## config.mk

```make
export PLATFORM = sky130hd
export DESIGN_NAME = capture_ctrl_flat
export DESIGN_NICKNAME = d
export VERILOG_FILES = /design/src/rtl/osc_pkg.sv /design/src/rtl/capture_ctrl_if.sv /design/src/rtl/sync_edge.sv /design/src/rtl/capture_ctrl.sv /design/src/flat_wrapper.sv
export SDC_FILE = /design/constraint.sdc
export NUM_CORES = 1
export LEC_CHECK = 0
export CORE_ASPECT_RATIO = 1.4
export CORE_MARGIN = 2
export CORE_UTILIZATION = 40
export CTS_CLUSTER_DIAMETER = 100
export CTS_CLUSTER_SIZE = 10
export DETAILED_ROUTE_END_ITERATION = 16
export PLACE_DENSITY_LB_ADDON = 0.25
export SETUP_SLACK_MARGIN = 0.02
export SYNTH_ARGS = -nofsm -noshare
export SYNTH_HDL_FRONTEND = slang
export SYNTH_SLANG_ARGS = --single-unit
```

## constraint.sdc

```tcl
create_clock -name osc_clk -period 6.06 [get_ports osc_clk]
set_input_delay 0.909 -clock osc_clk [delete_from_list [all_inputs] [get_ports osc_clk]]
set_output_delay 0.909 -clock osc_clk [all_outputs]
set_load 0.05 [all_outputs]
```

## src/rtl/osc_pkg.sv

```systemverilog
// Shared definitions for the scope capture path (capture sequencer, sample RAM, Pi link).
package osc_pkg;

    localparam int SAMPLE_W  = 8;
    localparam int BUF_DEPTH = 1024;

    typedef enum logic [1:0] {
        WAIT_TRIG = 2'd0,
        FILL      = 2'd1,
        FULL      = 2'd2
    } cap_state_t;

endpackage

```

## src/rtl/capture_ctrl_if.sv

```systemverilog
// Sample stream in, RAM write port out. The master side is the capture sequencer.
interface capture_ctrl_if #(
    parameter int DATA_W = 8,
    parameter int ADR_W  = 10
);
    logic              sample_valid;
    logic [DATA_W-1:0] sample_data;
    logic              write_en;
    logic [ADR_W-1:0]  adr;
    logic [DATA_W-1:0] write_data;

    modport master (
        input  sample_valid, sample_data,
        output write_en, adr, write_data
    );

    modport slave (
        output sample_valid, sample_data,
        input  write_en, adr, write_data
    );
endinterface

```

## src/rtl/sync_edge.sv

```systemverilog
// Multi-flop synchronizer for an asynchronous level, followed by a rising-edge detector.
module sync_edge #(
    parameter int STAGES = 2
) (
    input  logic osc_clk,
    input  logic reset_n,
    input  logic d,
    output logic rise
);

    logic [STAGES-1:0] sync_q;
    logic              last_q;

    always_ff @(posedge osc_clk or negedge reset_n) begin
        if (!reset_n) begin
            sync_q <= '0;
            last_q <= 1'b0;
        end else begin
            sync_q <= {sync_q[STAGES-2:0], d};
            last_q <= sync_q[STAGES-1];
        end
    end

    assign rise = sync_q[STAGES-1] & ~last_q;

endmodule

```

## src/rtl/capture_ctrl.sv

```systemverilog
// Capture sequencer: waits for a trigger, writes DEPTH samples from address 0,
// then holds pi_signal_flag until the Pi reports the buffer has been read.
module capture_ctrl
    import osc_pkg::*;
#(
    parameter int DEPTH       = BUF_DEPTH,
    parameter int ADR_W       = 10,
    parameter int DATA_W      = SAMPLE_W,
    parameter int SYNC_STAGES = 2,
    parameter int TIMEOUT     = 4096
) (
    input  logic              osc_clk,
    input  logic              reset_n,
    capture_ctrl_if.master    bus,
    input  logic              trig_en,
    input  logic [DATA_W-1:0] trig_level,
    input  logic              pi_done,
    output logic              pi_signal_flag,
    output logic              triggered,
    output logic              auto_trig
);

    localparam logic [1:0] ST_WAIT = WAIT_TRIG;
    localparam logic [1:0] ST_FILL = FILL;
    localparam logic [1:0] ST_FULL = FULL;

    localparam int              TO_W   = (TIMEOUT > 1) ? $clog2(TIMEOUT) : 1;
    localparam logic [TO_W-1:0] TO_MAX = (TIMEOUT > 0) ? TO_W'(TIMEOUT - 1) : '0;
    localparam logic [ADR_W-1:0] LAST_ADR = ADR_W'(DEPTH - 1);

    logic [1:0]        state;
    logic [ADR_W-1:0]  wr_ptr;
    logic              prev_valid;
    logic [DATA_W-1:0] prev_sample;
    logic [TO_W-1:0]   to_cnt;
    logic              done_rise;
    logic              lvl_hit, cond_main, to_hit, fire;

    sync_edge #(.STAGES(SYNC_STAGES)) u_done_sync (
        .osc_clk (osc_clk),
        .reset_n (reset_n),
        .d       (pi_done),
        .rise    (done_rise)
    );

    always_comb begin
        lvl_hit   = prev_valid && (prev_sample < trig_level) && (bus.sample_data >= trig_level);
        cond_main = !trig_en || lvl_hit;
        to_hit    = (TIMEOUT != 0) && (to_cnt == TO_MAX);
        fire      = cond_main || to_hit;
    end

    always_ff @(posedge osc_clk or negedge reset_n) begin
        if (!reset_n) begin
            state          <= ST_WAIT;
            wr_ptr         <= '0;
            prev_valid     <= 1'b0;
            prev_sample    <= '0;
            to_cnt         <= '0;
            bus.write_en   <= 1'b0;
            bus.adr        <= '0;
            bus.write_data <= '0;
            pi_signal_flag <= 1'b0;
            triggered      <= 1'b0;
            auto_trig      <= 1'b0;
        end else begin
            bus.write_en <= 1'b0;
            triggered    <= 1'b0;
            case (state)
                ST_WAIT: begin
                    if (bus.sample_valid) begin
                        if (fire) begin
                            bus.write_en   <= 1'b1;
                            bus.adr        <= '0;
                            bus.write_data <= bus.sample_data;
                            triggered      <= 1'b1;
                            auto_trig      <= to_hit && !cond_main;
                            wr_ptr         <= ADR_W'(1);
                            state          <= ST_FILL;
                        end else begin
                            prev_sample <= bus.sample_data;
                            prev_valid  <= 1'b1;
                            if (to_cnt != TO_MAX)
                                to_cnt <= to_cnt + 1'b1;
                        end
                    end
                end
                ST_FILL: begin
                    if (bus.sample_valid) begin
                        bus.write_en   <= 1'b1;
                        bus.adr        <= wr_ptr;
                        bus.write_data <= bus.sample_data;
                        wr_ptr         <= wr_ptr + 1'b1;
                        if (wr_ptr == LAST_ADR)
                            state <= ST_FULL;
                    end
                end
                ST_FULL: begin
                    // A sample arriving alongside the release is dropped, not evaluated.
                    if (done_rise) begin
                        pi_signal_flag <= 1'b0;
                        state          <= ST_WAIT;
                        wr_ptr         <= '0;
                        prev_valid     <= 1'b0;
                        to_cnt         <= '0;
                    end else begin
                        pi_signal_flag <= 1'b1;
                    end
                end
                default: state <= ST_WAIT;
            endcase
        end
    end

endmodule

```

## src/flat_wrapper.sv

```systemverilog
// flat-port wrapper written by rule: the top's interface ports become plain ports
module capture_ctrl_flat import osc_pkg::*;
#(
    parameter int DEPTH       = BUF_DEPTH,
    parameter int ADR_W       = 10,
    parameter int DATA_W      = SAMPLE_W,
    parameter int SYNC_STAGES = 2,
    parameter int TIMEOUT     = 4096
)
  (osc_clk, reset_n, trig_en, trig_level, pi_done, pi_signal_flag, triggered, auto_trig, bus_sample_valid, bus_sample_data, bus_write_en, bus_adr, bus_write_data);
  capture_ctrl_if #(.DATA_W(DATA_W), .ADR_W(ADR_W)) bus_i ();
  input  logic osc_clk;
  input  logic reset_n;
  input  logic trig_en;
  input  logic [DATA_W-1:0] trig_level;
  input  logic pi_done;
  output logic pi_signal_flag;
  output logic triggered;
  output logic auto_trig;
  input wire logic [$bits(bus_i.sample_valid)-1:0] bus_sample_valid;
  input wire logic [$bits(bus_i.sample_data)-1:0] bus_sample_data;
  output wire logic [$bits(bus_i.write_en)-1:0] bus_write_en;
  output wire logic [$bits(bus_i.adr)-1:0] bus_adr;
  output wire logic [$bits(bus_i.write_data)-1:0] bus_write_data;
  assign bus_i.sample_valid = bus_sample_valid;
  assign bus_i.sample_data = bus_sample_data;
  assign bus_write_en = bus_i.write_en;
  assign bus_adr = bus_i.adr;
  assign bus_write_data = bus_i.write_data;
  capture_ctrl #(.DEPTH(DEPTH), .ADR_W(ADR_W), .DATA_W(DATA_W), .SYNC_STAGES(SYNC_STAGES), .TIMEOUT(TIMEOUT)) u_core (.osc_clk(osc_clk), .reset_n(reset_n), .bus(bus_i), .trig_en(trig_en), .trig_level(trig_level), .pi_done(pi_done), .pi_signal_flag(pi_signal_flag), .triggered(triggered), .auto_trig(auto_trig));
endmodule
```

---- Yosys cells after proc, flatten, opt, wreduce, memory -nomap -nowiden ----
Cells that the tools add are included.
word-level totals
  bits in registers ....................... 58
  logic and storage cells ................. 84
  output and inout port bits .............. 22
  input port bits ......................... 21
operators by class
  order comparisons ....................... 2
  bitwise operators ....................... 3
  equal/unequal tests ..................... 12
  multiplexer cells ....................... 34
  add/sub/neg operators ................... 2
  reduce and logical (&&, ||, !) cells .... 18
operators by type and width
  kind                   count
  $mux 10                7
  $mux 12                4
  $pmux 10 s3            1
  $mux 8                 3
  $pmux 12 s2            1
  $pmux 10 s2            1
  $pmux 8 s2             1
  $reduce_and 5->1       3
  $add 12x1->12 const B  1
  $eq 12x12->1 const B   1
  $ne 12x12->1 const B   1
  $add 10x1->10 const B  1
  $eq 10x10->1 const B   1
  $mux 2                 5
  $ge 8x8->1             1
  $lt 8x8->1             1
  $mux 1                 8
  $ne 2x1->1 const B     4
  $reduce_and 4->1       2
  $ne 2x2->1 const B     3
  $pmux 2 s3             1
  $reduce_and 3->1       2
  $pmux 1 s2             2
  $reduce_bool 2->1      2
  9 further kinds        14

---- Logic depth before layout (Yosys ltp) ----
  depth in word-level cells ............... 8
  gate-level depth with buffers ........... 10
  depth with buffers taken out ............ 9

---- Cells and area by module ----
From an unflattened synthesis, not the netlist that was laid out.
second synthesis, totals
  cell total of the unflattened synthesis .. 285
  area total of the unflattened synthesis .. 3051.7 um^2
modules (own cells, without submodules)
  module        cells an instance  times used  area an instance (um^2)  sequential area each (um^2)
  capture_ctrl  281                1           2962.8                   1376.3
  sync_edge     4                  1           88.8                     75.1

---- Least setup slack after synthesis ----
Ideal clock, no wire load.
  path type ............................... in2reg
  from .................................... in trig_level[2]
  to ...................................... reg u_core.to_cnt[5]
  stages on the path ...................... 10
  setup slack ............................. 3183 ps
  library setup time ...................... 145 ps
  data required time ...................... 5915 ps
  path buffers ............................ 1
  arrival time ............................ 2732 ps
  cells stage by stage .................... inv_1 > ha_1 > o21a_1 > o21ai_0 > a221oi_1 > o21ai_1 > nand4_1 > clkbuf_1 > o311ai_0 > o211ai_1
on the way
  cells in the longest elaborated chain, start to end .. 7
  elaborated cells on any way between the ends .. 8
  classes of those cells .................. order compare: 2; eq/ne: 1; reduce/logical: 5
ends and longest elaborated chain
  item                                 line                source
  from (decl)                          flat_wrapper.sv:15  input logic [DATA_W-1:0] trig_level;
  $lt 8x8->1                           capture_ctrl.sv:47  lvl_hit = prev_valid && (prev_sample < trig_level) && (bus.sample_data >= trig_level);
  $logic_and 1x1->1                    capture_ctrl.sv:47
  $logic_and 1x1->1 *                  capture_ctrl.sv:47
  $logic_or 1x1->1 *                   capture_ctrl.sv:48  cond_main = !trig_en || lvl_hit;
  $logic_or 1x1->1 *                   capture_ctrl.sv:50  fire = cond_main || to_hit;
  $ne 2x2->1 (no source line) *        n/a
  $reduce_and 5->1 (no source line) *  n/a
  to (signal assigned)                 capture_ctrl.sv:84  to_cnt <= to_cnt + 1'b1;
  to (decl)                            capture_ctrl.sv:35  logic [TO_W-1:0] to_cnt;
Mark *: on every way between the ends. The rest lies on a longest branch, timed or not.
A chain may end at the register's enable or synchronous reset.

---- Worst setup path in the final report ----
Ends and elaborated chain as after synthesis.

==> summary.md <==
| Metric | Value |
|---|---|
| Initial DRC Count | 143 |
| TritonCTS clock tree | built |
| Post-cts hold buffer count | 0 |
| Nature of the critical path startpoint | primary input |
| Worst hold endpoint | u_core.u_done_sync.sync_q[1] |
| Post-CTS setup buffers | 0 |
| Syn nets | 331 |
| Die area | 8280 sq um |
| Hold path depth | 0 |
| Final clock skew | 0.00539 ns |
| H-tree levels | 3 |
| Lkg Pwr | 1.65 nW |
| Hold Path Class | flip-flop to flip-flop |
| First-pass GRT wire length | 11,400 um |
| Tmin final | 4.07 ns |
| Yosys Warn Count | 0 |
| Worst-path maximum fanout | 22 |
| Setup_tns | 0 ns |
| Reg2reg setup slack | 2.81 ns |
| 1st-pass router iterations | 4 |
| Largest net degree at the start of global routing | 59 |
| Cell area after synthesis | 3020 sq um |
| Seq/Total Area, Yosys | 48.0% |
| Final WS setup | 1.99 ns |
| Row cnt | 37 |
| Clock slew at reported path FFs | 0.06 ns |
| CTS Root Cell | clkbuf_8 |
| Leading cell type in the layout, fill and taps excluded | dfrtp_1 |
| Drt total wl | 6540 um |
| Setup violators final | 0 |
| Antenna cells | 0 |
| Final core occ | 50.6% |
| RSZ-0062 raised after global routing | false |
| Vias | 2,357 |
| Status | finished clean |
| CTS buffer count | 9 |
| Fin crit share | 67.1% |
| Synth Instances | 289 |
| Worst VDD drop | 0.169 mV |
| Worst skew pair latency | 0.34 ns |
| Die width | 77.5 um |
| Count of antenna-violating nets left after detailed routing | 0 |
| Fmax achieved | 0.246 GHz |
| DRC | 0 |
| Post-synthesis cell type count | 44 |
| Rel. slew slack | 25.8% |
| Post-Place Worst Slack | 1.67 ns |
| RR Endpoint | u_core.to_cnt[5] |
| Total power | 0.00158 W |
| Core box area | 7360 sq um |
| Resized Gates After CTS | 0 |
| Syn avg cell area | 10.5 sq um |
| Final Hold Viols | 0 |
| Pwr/cell area | 424 nW/um^2 |
| Post-synth EDFFs | 0 |
| Crit. End Element | flip-flop |
| Worst Path Arrival | 4.26 ns |
| Die Ht | 107 um |
| Number of port buffers | 42 |
| Initial Util | 41.1% |
| Synthesized flop and latch total | 58 |
| Worst r2r path cells | 8 |
| Max Slew Vio Count | 0 |
| Total GRT Usage | 17.6% |
| Syn-to-layout area delta | 23.2% |
| FF-to-FF Start | u_core.prev_sample[3] |
| WL/cell | 15.0 um |
| Min-delay src | u_core.u_done_sync.sync_q[0] |
| Max-capacitance violation count | 0 |
| Final GP Congestion | 0.813 |
| Initial antenna violation count | 0 |
| I/O pins | 43 |
| Most frequent cells in the layout | dfrtp_1, clkdlybuf4s50_1, o21ai_0 |
| Post-DP HPWL | 4450 um |
| Worst-Margin Slew | 1.11 ns |
| CP Class | primary input to flip-flop |
| Main synth FF type | dfrtp_1 |
| Clock tree buffer depth | 2 |
| CP required | 6.25 ns |
| Clock sinks | 58 |
| Gr ovfl total | 0 |
| Vias per cell | 5.42 |
| Ys async rst share | 100% |
| Vias in the first global route | 2,400 |
| Nets | 375 |
| Layout cells sized above 1 | 10.9% |
==> cells by family after synthesis <==
kind of cell               count (synthesis)  share of synthesized area [%]
buffers and inverters                     28                           3.56
and+or+nand+nor                          100                           18.8
adders and majority gates                 21                           8.69
muxes                                     17                           6.33
AOI/OAI and AO/OA                         65                           14.6
DFF                                       58                           48.0
==> stage by stage <==
stage	cell area, sq um	hold slack, ns	std cells
floorplan	3020	0.331	289
global placement	3530	0.334	419
detailed placement	3530	0.339	419
CTS	3720	0.370	435
global route	3720	0.371	435
finish	3720	0.362	435
==> how the worst max path moves through the flow <==
stage | startpoint | end | depth (start not counted)
after floorplan | trig_level[2] | u_core.to_cnt[5] | 10
final | trig_level[2] | u_core.to_cnt[5] | 10
after global placement | trig_level[2] | u_core.to_cnt[6] | 10
after global routing | trig_level[2] | u_core.to_cnt[5] | 10
after detailed placement | trig_level[2] | u_core.to_cnt[5] | 10
after CTS | trig_level[2] | u_core.to_cnt[5] | 10
==> state kept, by name, indices dropped and copies added (netlist names) <==
register / flops
u_core.u_done_sync.last_q: 1
u_core.wr_ptr: 10
u_core.prev_valid: 1
u_core.to_cnt: 12
u_core.pi_signal_flag: 1
u_core.auto_trig: 1
u_core.bus.adr: 10
u_core.u_done_sync.sync_q: 2
u_core.prev_sample: 8
u_core.state: 2
u_core.bus.write_data: 8
u_core.bus.write_en: 1
u_core.triggered: 1
==> critical path: stages <==
cell             delay, ns
clkdlybuf4s50_1       0.46
inv_1                 0.05
ha_1                  0.27
o21a_1                0.18
o21ai_0               0.14
a221oi_1              0.11
o21ai_1               0.44
nand4_1               0.88
o311ai_0              0.69
o211ai_1              0.14
==> report_power, final <==
part,internal (W),switching (W)
clock network,0.000212,0.000149
logic,0.000268,0.000399
registers,0.000484,0.0000683
==> per-layer routing <==
| layer | vias to the layer above | wire, um | global-route usage (%) |
|---|---|---|---|
| met4 | 0 | 176 | 9.57 |
| met5 | - | 0 | 0 |
| li1 | 1147 | - | - |
| met3 | 13 | 215 | 4.12 |
| met1 | 1153 | 2760 | 21.0 |
| met2 | 44 | 3390 | 29.2 |
==> synth_stat cells, types with 3 or more instances <==
| master | count | area share (%) |
|---|---|---|
| o21ai_0 | 23 | 3.8 |
| clkbuf_1 | 8 | 0.99 |
| and3_1 | 8 | 1.7 |
| nor3b_1 | 5 | 1.2 |
| inv_1 | 17 | 2.1 |
| a21oi_1 | 6 | 0.99 |
| nand2b_1 | 7 | 1.4 |
| mux2_2 | 17 | 6.3 |
| a21o_1 | 3 | 0.74 |
| nor2b_1 | 3 | 0.62 |
| a211o_1 | 4 | 1.2 |
| o211ai_1 | 4 | 0.99 |
| ha_1 | 21 | 8.7 |
| nor4_1 | 4 | 0.83 |
| nor2_1 | 18 | 2.2 |
| nand3_1 | 15 | 2.5 |
| a22o_1 | 10 | 2.9 |
| nor4b_1 | 4 | 1.2 |
| dfrtp_1 | 58 | 48 |
| or4_1 | 3 | 0.74 |
| nand2_1 | 18 | 2.2 |
| nand4_1 | 3 | 0.62 |
==> area by class of cell <==
class                      count  area, sq um
inverter                      18         67.6
clock buffer                  14          163
timing repair buffer          43          423
sequential                    58         1450
multi-input combinational    203         1460
fill                         679         3640
clock inverter                 2         35.0
tap                           97          121
Power figures use the tool's default switching activity.
